`config.mk`:
```
export PLATFORM = sky130hd
export DESIGN_NAME = bip_fetch
export DESIGN_NICKNAME = d
export VERILOG_FILES = /design/src/rtl/bip_fetch.sv
export SDC_FILE = /design/constraint.sdc
export NUM_CORES = 1
export LEC_CHECK = 0
export ABC_AREA = 1
export CAP_MARGIN = 40
export CORE_UTILIZATION = 27
export DETAILED_ROUTE_END_ITERATION = 16
export PLACE_DENSITY = 0.63
export SYNTH_ARGS = -nofsm -noshare
export SYNTH_HDL_FRONTEND = slang
export SYNTH_SLANG_ARGS = --single-unit
```
`constraint.sdc`:
```
create_clock -name i_clk -period 1.7 [get_ports i_clk]
set_input_delay 0.34 -clock i_clk [delete_from_list [all_inputs] [get_ports i_clk]]
set_output_delay 0.34 -clock i_clk [all_outputs]
set_load 0.02 [all_outputs]
```
`src/rtl/bip_fetch.sv`:
```
// BIP instruction-fetch sequencer: PC, synchronous-ROM fetch, IR latch and a FETCH/LATCH/EXEC/HALT FSM.
// Define BIP_INSTR_COUNT_EN to build the saturating executed-instruction counter on o_instr_count.
module bip_fetch #(
    parameter int unsigned PC_WIDTH      = 11,
    parameter int unsigned INSTR_WIDTH   = 16,
    parameter int unsigned OPCODE_WIDTH  = 5,
    parameter int unsigned OPERAND_WIDTH = 11
) (
    input  logic                     i_clk,
    input  logic                     i_reset,
    input  logic                     i_start,
    input  logic                     i_write_pc,
    input  logic [INSTR_WIDTH-1:0]   i_prog_data,
    output logic [PC_WIDTH-1:0]      o_prog_addr,
    output logic [OPCODE_WIDTH-1:0]  o_opcode,
    output logic [OPERAND_WIDTH-1:0] o_operand,
    output logic                     o_valid,
    output logic                     o_halted,
    output logic [15:0]              o_instr_count
);

    typedef enum logic [2:0] {
        ST_IDLE,
        ST_FETCH,
        ST_LATCH,
        ST_EXEC,
        ST_HALT
    } state_t;

    localparam logic [PC_WIDTH-1:0] PC_ONE = PC_WIDTH'(1);

    state_t                  state_q, state_d;
    logic [PC_WIDTH-1:0]     pc_q, pc_d;
    logic [INSTR_WIDTH-1:0]  ir_q, ir_d;
    logic                    restart;

    always_ff @(posedge i_clk) begin
        if (i_reset) begin
            state_q <= ST_IDLE;
            pc_q    <= '0;
            ir_q    <= '0;
        end else begin
            state_q <= state_d;
            pc_q    <= pc_d;
            ir_q    <= ir_d;
        end
    end

    always_comb begin
        state_d = state_q;
        pc_d    = pc_q;
        ir_d    = ir_q;
        restart = 1'b0;
        case (state_q)
            ST_IDLE, ST_HALT: begin
                if (i_start) begin
                    restart = 1'b1;
                    pc_d    = '0;
                    state_d = ST_FETCH;
                end
            end
            ST_FETCH: state_d = ST_LATCH;
            ST_LATCH: begin
                ir_d    = i_prog_data;
                state_d = ST_EXEC;
            end
            ST_EXEC: begin
                // PC wraps silently modulo 2^PC_WIDTH
                if (i_write_pc) begin
                    pc_d    = pc_q + PC_ONE;
                    state_d = ST_FETCH;
                end else begin
                    state_d = ST_HALT;
                end
            end
            default: state_d = ST_IDLE;
        endcase
    end

    assign o_prog_addr = pc_q;
    assign o_opcode    = ir_q[INSTR_WIDTH-1 -: OPCODE_WIDTH];
    assign o_operand   = ir_q[OPERAND_WIDTH-1:0];
    assign o_valid     = (state_q == ST_EXEC);
    assign o_halted    = (state_q == ST_HALT);

`ifdef BIP_INSTR_COUNT_EN
    logic [15:0] cnt_q, cnt_d;

    always_comb begin
        cnt_d = cnt_q;
        if (restart) begin
            cnt_d = '0;
        end else if (state_q == ST_EXEC && cnt_q != 16'hFFFF) begin
            cnt_d = cnt_q + 16'd1;
        end
    end

    always_ff @(posedge i_clk) begin
        if (i_reset) begin
            cnt_q <= '0;
        end else begin
            cnt_q <= cnt_d;
        end
    end

    assign o_instr_count = cnt_q;
`else
    assign o_instr_count = 16'h0000;
`endif

endmodule
```
==> results of run 1 <==
## per-stage QoR
stage,util [%],instance area [µm²]
finish,40.2,2070
global route,40.2,2070
CTS,40.2,2060
detailed placement,38.4,1970
global placement,38.4,1970
floorplan,-,1520
## cells in the mapped netlist
library cell	n	share of area (%)
nand2_1	25	6.4
clkbuf_1	1	0.26
xor2_1	2	1.2
inv_1	16	4.1
nor2_2	1	0.43
conb_1	1	0.26
o21ai_2	2	1.2
o21ai_0	17	5.8
nor2_1	54	14
a21oi_1	4	1.4
nor3_1	5	1.7
ha_1	1	0.86
a21oi_2	1	0.60
buf_6	1	0.77
or2_2	1	0.43
inv_2	4	1.0
buf_2	1	0.34
nand3_1	6	2.1
o21bai_1	1	0.51
nand4_1	1	0.43
nand2_2	2	0.86
nand3_2	1	0.69
buf_4	16	8.2
dfxtp_1	30	41
nor2_4	1	0.77
nand2_4	2	1.5
nor3_4	1	1.1
nand3b_1	2	1.0
nand4_2	1	0.86
## logic make-up after synthesis
family	after synthesis	synth area share, %
fa+ha+maj	1	0.857
simple gates	103	32.2
flops	30	41.2
xor+xnor	2	1.20
other cells	1	0.257
buf+inv	39	14.8
compound gates	25	9.52
## repair_timing
action / 4_1_cts / 5_1_grt
gates resized for setup: 3 / 1
buffers inserted: 0 / 0
gates cloned: 0 / 0
setup endpoints to repair: 3 / 1
## area by class of cell
cell class / count / area (µm²) / area share, %
clock buffers: 6 / 82.6 / 4.00
clock inverters: 2 / 12.5 / 0.605
inverters: 20 / 75.1 / 3.63
multi-input cells: 147 / 699 / 33.8
flip-flops and latches: 30 / 601 / 29.1
well taps: 70 / 87.6 / 4.24
repair buffers: 52 / 509 / 24.6
## report_power, final
group | total, mW | switching, mW | internal, mW
registers | 0.836 | 0.0518 | 0.784
clock network | 0.613 | 0.288 | 0.325
logic | 0.622 | 0.369 | 0.253
## final timing paths
check | startpoint | end
hold reg to reg | state_q[2]$_SDFFE_PP0P_ | state_q[2]$_SDFFE_PP0P_
setup reg to reg | o_prog_addr[0]$_SDFFE_PP0P_ | o_prog_addr[10]$_SDFFE_PP0P_
setup / recovery | o_prog_addr[5]$_SDFFE_PP0P_ | o_prog_addr[5]
hold / removal | state_q[2]$_SDFFE_PP0P_ | state_q[2]$_SDFFE_PP0P_
## state kept, by name, indices dropped and copies added, names as in the netlist
name,count
ir_q,16
o_prog_addr,11
state_q,3
## per-layer routing
metal	GRT usage, %	wire [µm]
met1	16.2	1480
met2	20.4	1440
met3	5.69	341
met4	6.17	51
met5	0	0
==> results.tsv, run 1 <==
metric	value	unit
status	complete, no violations	
critPathLaunchType	flop	
fmax	606	MHz
r2r_cells	8	
wl_per_cell	10.1	µm
finalNonFillerCells	327	
fin_crit_sh	97.0	%
synth_area_per_cell	7.26	µm²
setup.worst_path.end_class	output port	
cp_slowest_cell	clkdlybuf4s50_1	
synth_cells	201	
ys_warn_count	0	
antennaDiodeCount	0	
hold_buffers	0	
ant_nets	0	
critPathMaxFanout	4	
gr-usage-all-layers	13.4	%
ys_ff_latch	30	
place.gp.congestion	0.810	
numCtsBuffers	5	
power.density	1000	nW/µm²
io_buffers	48	
grt.overflow.total	0	
area_growth_syn_to_layout	41.7	%
clk_path_buf_depth	2	
setup_slack	0.0504	ns
clock_sinks	30	
hold_class	reg2reg	
p_total	2.07	mW
dp_hpwl	2.39	mm
cts_tree	yes	
worst-endpoint-arrival	1.31	ns
critPathTopFamily	buffers and inverters	
cts_root_buf	clkbuf_8	
ys_seq_area_share	41.2	%
final_max_slew_viol_count	0	
drt-total-wl	3.31	mm
final_common_cell	nor2_1	
layout_common_cells	nor2_1, clkdlybuf4s50_1, dfxtp_1	
pin_count	65	
critical_path_class	reg2out	
die-area	5700	µm²
nets	277	
num_vias	1354	
p_leak	0.877	nW
cp_num_buf_inv	1	
critical_path_depth	1	
path_cells	clkdlybuf4s50_1	
avgViaCountPerCell	4.14	
clk_pin_slew	0.07	ns
grt_max_degree	18	
first_iter_violations	80	
min_delay_path_depth	2	
ir_drop	0.000621	V
grt_pass1_vias	1298	
hold_viol	0	
fp.dieW	75.5	µm
drive_gt1_share	11.3	%
drv_cap	0	
setup_viol	0	
coreArea	5140	µm²
syn_area	1460	µm²
htreeDepth	2	
rows	26	
crit_required	1.36	ns
dp_slack	0.0472	ns
fillers	539	
drc	0	
dp.cells	319	
finalSetupTns	0	ns
firstDrtPassIters	4	
clock_skew	0.00402	ns
die_h	75.5	µm
cpPeakStageDelay	0.63	ns
insertion_delay	0.28	ns
hold_slack	0.518	ns
finalCriticalPeriod	1.65	ns
grt_pass1_wl	5.64	mm
antenna_found_initial	0	
regToRegSetupSlack	0.29	ns
start_util	28.4	%
rsz0062_at_grt	false	
ys_types	29	
Note: power is estimated with default switching activity, not from simulation.
==> run 2: changes to the inputs <==
Settings changed: CTS_BUF_LIST set to sky130_fd_sc_hd__clkbuf_16, CTS_CLUSTER_SIZE set to 20.
==> run 2 against run 1 <==
Compared with the run above: clock skew fell by 0.0018 ns; highest routed layer unchanged; sequential power barely moved; maximum frequency fell by 0.65%; die area did not move; power rose by 11%; hold slack got worse by 0.0051 ns; critical path type unchanged.
==> results.tsv, run 2 (synthesized netlist as in run 1, its figures left out) <==
metric	value	unit	change
status	complete, no violations		
clk_pin_slew	0.05	ns	-0.02 ns
final_util	41.1	%	+0.92 points
insertion_delay	0.27	ns	about the same
io_buffers	48		unchanged
clk_path_buf_depth	2		unchanged
power.density	1090	nW/µm²	+8.4%
antenna_found_initial	0		unchanged
cp_slowest_cell	clkdlybuf4s50_1		
gr-usage-all-layers	13.5	%	+0.11 points
hold_class	reg2reg		
p_total	2.30	mW	+11%
drc	0		unchanged
rsz0062_at_grt	false		
wl_per_cell	10.0	µm	-0.82%
fmax	602	MHz	-0.65%
final_common_cell	nor2_1		
ant_nets	0		unchanged
rows	26		unchanged
layout_common_cells	nor2_1, clkdlybuf4s50_1, dfxtp_1		
antennaDiodeCount	0		unchanged
clock_skew	0.00222	ns	-0.00180 ns
hold_viol	0		unchanged
die-area	5700	µm²	unchanged
drive_gt1_share	10.9	%	-0.39 points
cpPeakStageDelay	0.64	ns	about the same
critPathMaxFanout	5		+1
finalCriticalPeriod	1.66	ns	+0.0108 ns
post_cts_buffers	0		unchanged
critical_path_class	reg2out		
area_growth_syn_to_layout	44.9	%	
crit_required	1.36	ns	about the same
place.gp.congestion	0.810		unchanged
largest_reg_flops	16		unchanged
coreArea	5140	µm²	unchanged
cts_tree	yes		
grt.overflow.total	0		unchanged
path_cells	clkdlybuf4s50_1		
firstDrtPassIters	5		+1
grt_pass1_wl	5.74	mm	+1.8%
first_iter_violations	59		-26%
num_vias	1365		+0.81%
final_max_slew_viol_count	0		unchanged
nets	277		unchanged
htreeDepth	2		unchanged
die_h	75.5	µm	unchanged
pin_count	65		unchanged
grt_max_degree	18		unchanged
cts_root_buf	clkbuf_16		
avgViaCountPerCell	4.17		+0.81%
finalSetupTns	0	ns	unchanged
regMostFlops	ir_q		
clock_sinks	30		unchanged
hold_slack	0.513	ns	-0.00508 ns
setup.worst_path.end_class	output port		
grt_pass1_vias	1318		+1.5%
critPathLaunchType	flop		
seq_area	601	µm²	unchanged
setup_slack	0.0395	ns	-0.0108 ns
drv_cap	0		unchanged
dp_hpwl	2.39	mm	unchanged
multi_input_area	699	µm²	unchanged
fillers	530		-1.7%
start_util	28.4	%	unchanged
fp.dieW	75.5	µm	unchanged
drt-total-wl	3.29	mm	-0.82%
worst-endpoint-arrival	1.32	ns	about the same
p_leak	0.892	nW	+1.7%
numCtsBuffers	5		unchanged
ir_drop	0.000727	V	+17%
fin_crit_sh	97.7	%	+0.64 points
cp_num_buf_inv	1		unchanged
dp_slack	0.0472	ns	unchanged
setup_viol	0		unchanged
critPathTopFamily	buffers and inverters		
-- run 2: cell count changes in the layout (fill, tap and decap cells not counted) --
cell,delta
clkbuf_16,+5
clkbuf_8,-6
clkdlybuf4s50_1,+1
clkinv_1,+1
dlygate4sd2_1,-1
-- run 2: repair_timing --
action                                  in CTS  in global routing
resized for setup                            2                  1
endpoints found under the setup margin       2                  1
pin swaps                                    0                  0
hold buffers                                 0                  0
cloned                                       0                  0
-- run 2: final cells by class --
class	count	share of cell area, %
Sequential cell	30	28.4
Timing Repair Buffer	52	24.1
Multi-Input combinational cell	147	33.1
Clock inverter	3	0.769
Clock buffer	5	5.92
Inverter	20	3.55
Tap cell	70	4.14
-- run 2: metal layers --
| metal | global-route usage [%] | part of all wire [%] |
|---|---|---|
| met1 | 16.2 | 44 |
| met5 | 0 | 0 |
| met4 | 5.56 | 1.3 |
| met2 | 21.1 | 44 |
| met3 | 5.69 | 10 |
-- run 2: final timing paths --
path | end | startpoint | depth (start not counted) | slack (ns)
worst min register to register | ir_q[5]$_SDFFE_PP0P_ | ir_q[5]$_SDFFE_PP0P_ | 2 | 0.51
worst min-delay path | ir_q[5]$_SDFFE_PP0P_ | ir_q[5]$_SDFFE_PP0P_ | 2 | 0.51
worst max-delay path | o_prog_addr[6] | o_prog_addr[6]$_SDFFE_PP0P_ | 1 | 0.04
worst max register to register | o_prog_addr[10]$_SDFFE_PP0P_ | o_prog_addr[0]$_SDFFE_PP0P_ | 8 | 0.29
-- run 2: power breakdown --
| group | switching, mW | leakage (nW) | internal, mW |
|---|---|---|---|
| sequential | 0.0515 | 0.245 | 0.786 |
| combinational | 0.367 | 0.581 | 0.253 |
| clock | 0.307 | 0.0672 | 0.533 |
-- run 2: per-stage QoR --
step                      instance area (µm²)  instances
after global placement                   1970        319
after global routing                     2110        327
after floorplan                          1520        216
after CTS                                2110        327
after detailed placement                 1970        319
final                                    2110        327
==> variant 1 (config.mk and constraints of run 1) <==
Register the outputs `o_opcode`, `o_operand`, `o_valid` and `o_halted`, with the module's reset; this adds one clock of latency there. The other outputs are not delayed to match.
--- a/src/rtl/bip_fetch.sv
+++ b/src/rtl/bip_fetch.sv
@@ -78,10 +78,19 @@
     end
 
     assign o_prog_addr = pc_q;
-    assign o_opcode    = ir_q[INSTR_WIDTH-1 -: OPCODE_WIDTH];
-    assign o_operand   = ir_q[OPERAND_WIDTH-1:0];
-    assign o_valid     = (state_q == ST_EXEC);
-    assign o_halted    = (state_q == ST_HALT);
+    always_ff @(posedge i_clk) begin
+        if (i_reset) begin
+            o_opcode  <= '0;
+            o_operand <= '0;
+            o_valid   <= '0;
+            o_halted  <= '0;
+        end else begin
+            o_opcode  <= ir_q[INSTR_WIDTH-1 -: OPCODE_WIDTH];
+            o_operand <= ir_q[OPERAND_WIDTH-1:0];
+            o_valid   <= (state_q == ST_EXEC);
+            o_halted  <= (state_q == ST_HALT);
+        end
+    end
 
 `ifdef BIP_INSTR_COUNT_EN
     logic [15:0] cnt_q, cnt_d;
Formal check against the unedited RTL: not equivalent (Yosys sat finds a counterexample within 4 cycles, from zero or initial values and one cycle with i_reset high).
==> variant 1 against run 1 <==
  * Worst setup slack barely moved
  * Sequential cell count rose by 18
  * Count of clock-buffer cells in the layout down 1
  * Fmax about the same
  * Final area increased by 27%
  * Routed wire length is 18% higher
  * Critical path type unchanged
  * Power is 34% higher
  * Die area increased by 30%
  * Utilization decreased by 1.5 points
  * Area after synthesis up 31%
  * Largest power group unchanged
==> variant 1: results (changes against run 1) <==
Seq/total area=36.6% (was 29.1%); non-clock buffer count in the final layout=56 (was 52); first-pass GRT wire length=6530 um (was 5640 um); global routing met3 resource utilization=3.18% (was 5.69%); start point of the worst hold path=ir_q[5] (was state_q[2]); clock buffer instance count of the final layout=5 (was 6); Non-clock buffer share=21.8% (was 24.6%); Critical Path End=o_prog_addr[6] (was o_prog_addr[5]); cell area reported after detailed placement=2490 sq um (was 1970 sq um); run status=finished, final reports clean (unchanged); Final clock-cell share=4.90% (was 4.60%); Netlist cell types=24 (was 29); final setup skew=0.00446 ns (was 0.00402 ns); Worst Hold Path EP=o_operand[5] (was state_q[2]); leading post-synthesis cells by cell area=dfxtp_1 (50%), nor2_1 (6.9%), buf_4 (6.7%), nand2_1 (6.1%), a21oi_1 (5.8%) (was dfxtp_1 (41%), nor2_1 (14%), buf_4 (8.2%), nand2_1 (6.4%), o21ai_0 (5.8%)); fraction of the core area covered by cells at the end of the flow=38.7% (was 40.2%); Total Nets Final=318 (was 277); area of the die=7400 sq um (was 5700 sq um); Avg Synthesized Cell Area=7.85 sq um (was 7.26 sq um); met2 Use GR=19.1% (was 20.4%); post-synthesis sequential area ratio=50.4% (was 41.2%); multi-input logic portion of the cell area=27.3% (was 33.8%); total half-perimeter wirelength after legalization and detailed placement=2820 um (was 2390 um); Tot GR Track Use=11.2% (was 13.4%); count of inverters other than clock inverters in the layout=34 (was 20); LEAKAGE=0.00112 uW (was 0.000877 uW); largest vdd supply drop=0.000442 V (was 0.000621 V); average wire per cell in the routed design=9.91 um (was 10.1 um); maximum number of pins on one net before global-route repair=26 (was 18); ratio of cells with drive above 1 in the final layout=9.43% (was 11.3%); launching element of the worst setup path=o_prog_addr[6] (was o_prog_addr[5]); met1 track demand over resource=13.1% (was 16.2%)
==> variant 1: cell count changes after synthesis, sizes merged, moves of 8 or more <==
cell,delta
nor2,-20
a21oi,+18
dfxtp,+18
inv,+14
nand3,+8
==> variant 1: cell families after synthesis <==
kind of cell	count (synthesis)	share of synthesized area, %
AO/OA/AOI/OAI	42	11.8
buffers and inverters	58	15.0
AND/OR/NAND/NOR	93	22.0
adder cells (fa/ha/maj)	1	0.656
other	1	0.197
flip-flops	48	50.4
==> variant 1: repair_timing <==
action                                  in CTS  in global routing
hold buffers                                 0                  0
resized for setup                            1                  4
endpoints found under the setup margin       1                  4
gates cloned                                 0                  0
setup buffers                                0                  0
==> variant 1: report_power, final <==
group | switching [uW] | internal (uW)
combinational | 342 | 223
clock | 357 | 579
sequential | 41.1 | 1230
total | 740 | 2030
==> variant 1: metal layers <==
metal	vias up	share of wire [%]
li1	844	-
met1	704	46
met5	-	0
met4	0	1.8
met3	6	5.2
met2	48	47
==> variant 2 (settings of run 1) <==
Made on the original files. Change the parameter `OPERAND_WIDTH` from 11 to 13.
--- a/src/rtl/bip_fetch.sv
+++ b/src/rtl/bip_fetch.sv
@@ -4,7 +4,7 @@
     parameter int unsigned PC_WIDTH      = 11,
     parameter int unsigned INSTR_WIDTH   = 16,
     parameter int unsigned OPCODE_WIDTH  = 5,
-    parameter int unsigned OPERAND_WIDTH = 11
+    parameter int unsigned OPERAND_WIDTH = 13
 ) (
     input  logic                     i_clk,
     input  logic                     i_reset,
Ports: changed (resized o_operand); port bits go from 65 to 67. No check against the original RTL was run, so the function may have changed too.
==> variant 2 against run 1 <==
  * Area after synthesis is 1.0% higher
  * Sequential power hardly changed
  * Critical path type unchanged
  * Largest cell class unchanged
  * Power is 5.0% higher
  * Worst setup slack better by 0.0049 ns
  * Largest power group unchanged
  * Clock skew hardly changed
  * Routed wire length is 3.2% higher
  * Critical endpoint is now o_prog_addr[4]
  * Final area is 2.4% higher
  * Sequential cell count stayed put
  * Non-clock buffer count is 4 higher
==> variant 2: results (changes against run 1) <==
routability congestion estimate from global placement=0.781 (was 0.810); Tot GR Track Use=13.7% (was 13.4%); dpl cells=323 (was 319); run status=finished, final reports clean (unchanged); number of global-route vias before repair=1330 (was 1298); count of instances resized after the clock tree is built=2 (was 3); Total Nets Final=281 (was 277); I/O Buffers=50 (was 48); adder-cell area share of the yosys netlist=0.849% (was 0.858%); filler cell count in the final layout=537 (was 539); Avg Synthesized Cell Area=7.26 sq um (about the same); cell area reported after detailed placement=2010 sq um (was 1970 sq um); number of DRC markers after the initial detailed-route iteration=62 (was 80); sequential cell count=30 (unchanged); post-synthesis sequential area ratio=40.7% (was 41.2%); largest vdd supply drop=0.000537 V (was 0.000621 V); average wire per cell in the routed design=10.3 um (was 10.1 um); pre-CTS worst setup slack=0.0420 ns (was 0.0472 ns); final setup skew=0.00450 ns (was 0.00402 ns); first-pass GRT wire length=5800 um (was 5640 um); ratio of cells with drive above 1 in the final layout=11.9% (was 11.3%); non-clock buffer count in the final layout=56 (was 52); Final clock-cell share=5.20% (was 4.60%); Avg Vias per Cell=4.14 (about the same); clock buffer instance count of the final layout=8 (was 6)
## variant 2: changes by cell type after synthesis
cell	before	now
buf_4	16	18
## variant 2: layer usage
metal,wire [um],up-vias,track usage (%)
li1,-,712,-
met1,1520,592,16.1
met2,1520,58,21.7
met3,311,8,5.16
met4,63,0,6.79
met5,0,-,0
## variant 2: where the power goes
part           internal, uW  switching [uW]
registers               785            54.4
logic                   265             381
clock network           409             282
## variant 2: through the flow
| stage | hold slack, ns | util (%) |
|---|---|---|
| finish | 0.517 | 40.9 |
| floorplan | 0.409 | - |
| CTS | 0.525 | 40.9 |
| global route | 0.558 | 40.9 |
| detailed placement | 0.503 | 38.8 |
| global placement | 0.492 | 38.8 |
## variant 2: worst paths after layout
check                 startpoint         endpoint  cells after the start
setup / recovery  o_prog_addr[4]   o_prog_addr[4]                      1
hold / removal           ir_q[5]          ir_q[5]                      2
setup reg to reg  o_prog_addr[0]  o_prog_addr[10]                      8
hold reg to reg          ir_q[5]          ir_q[5]                      2
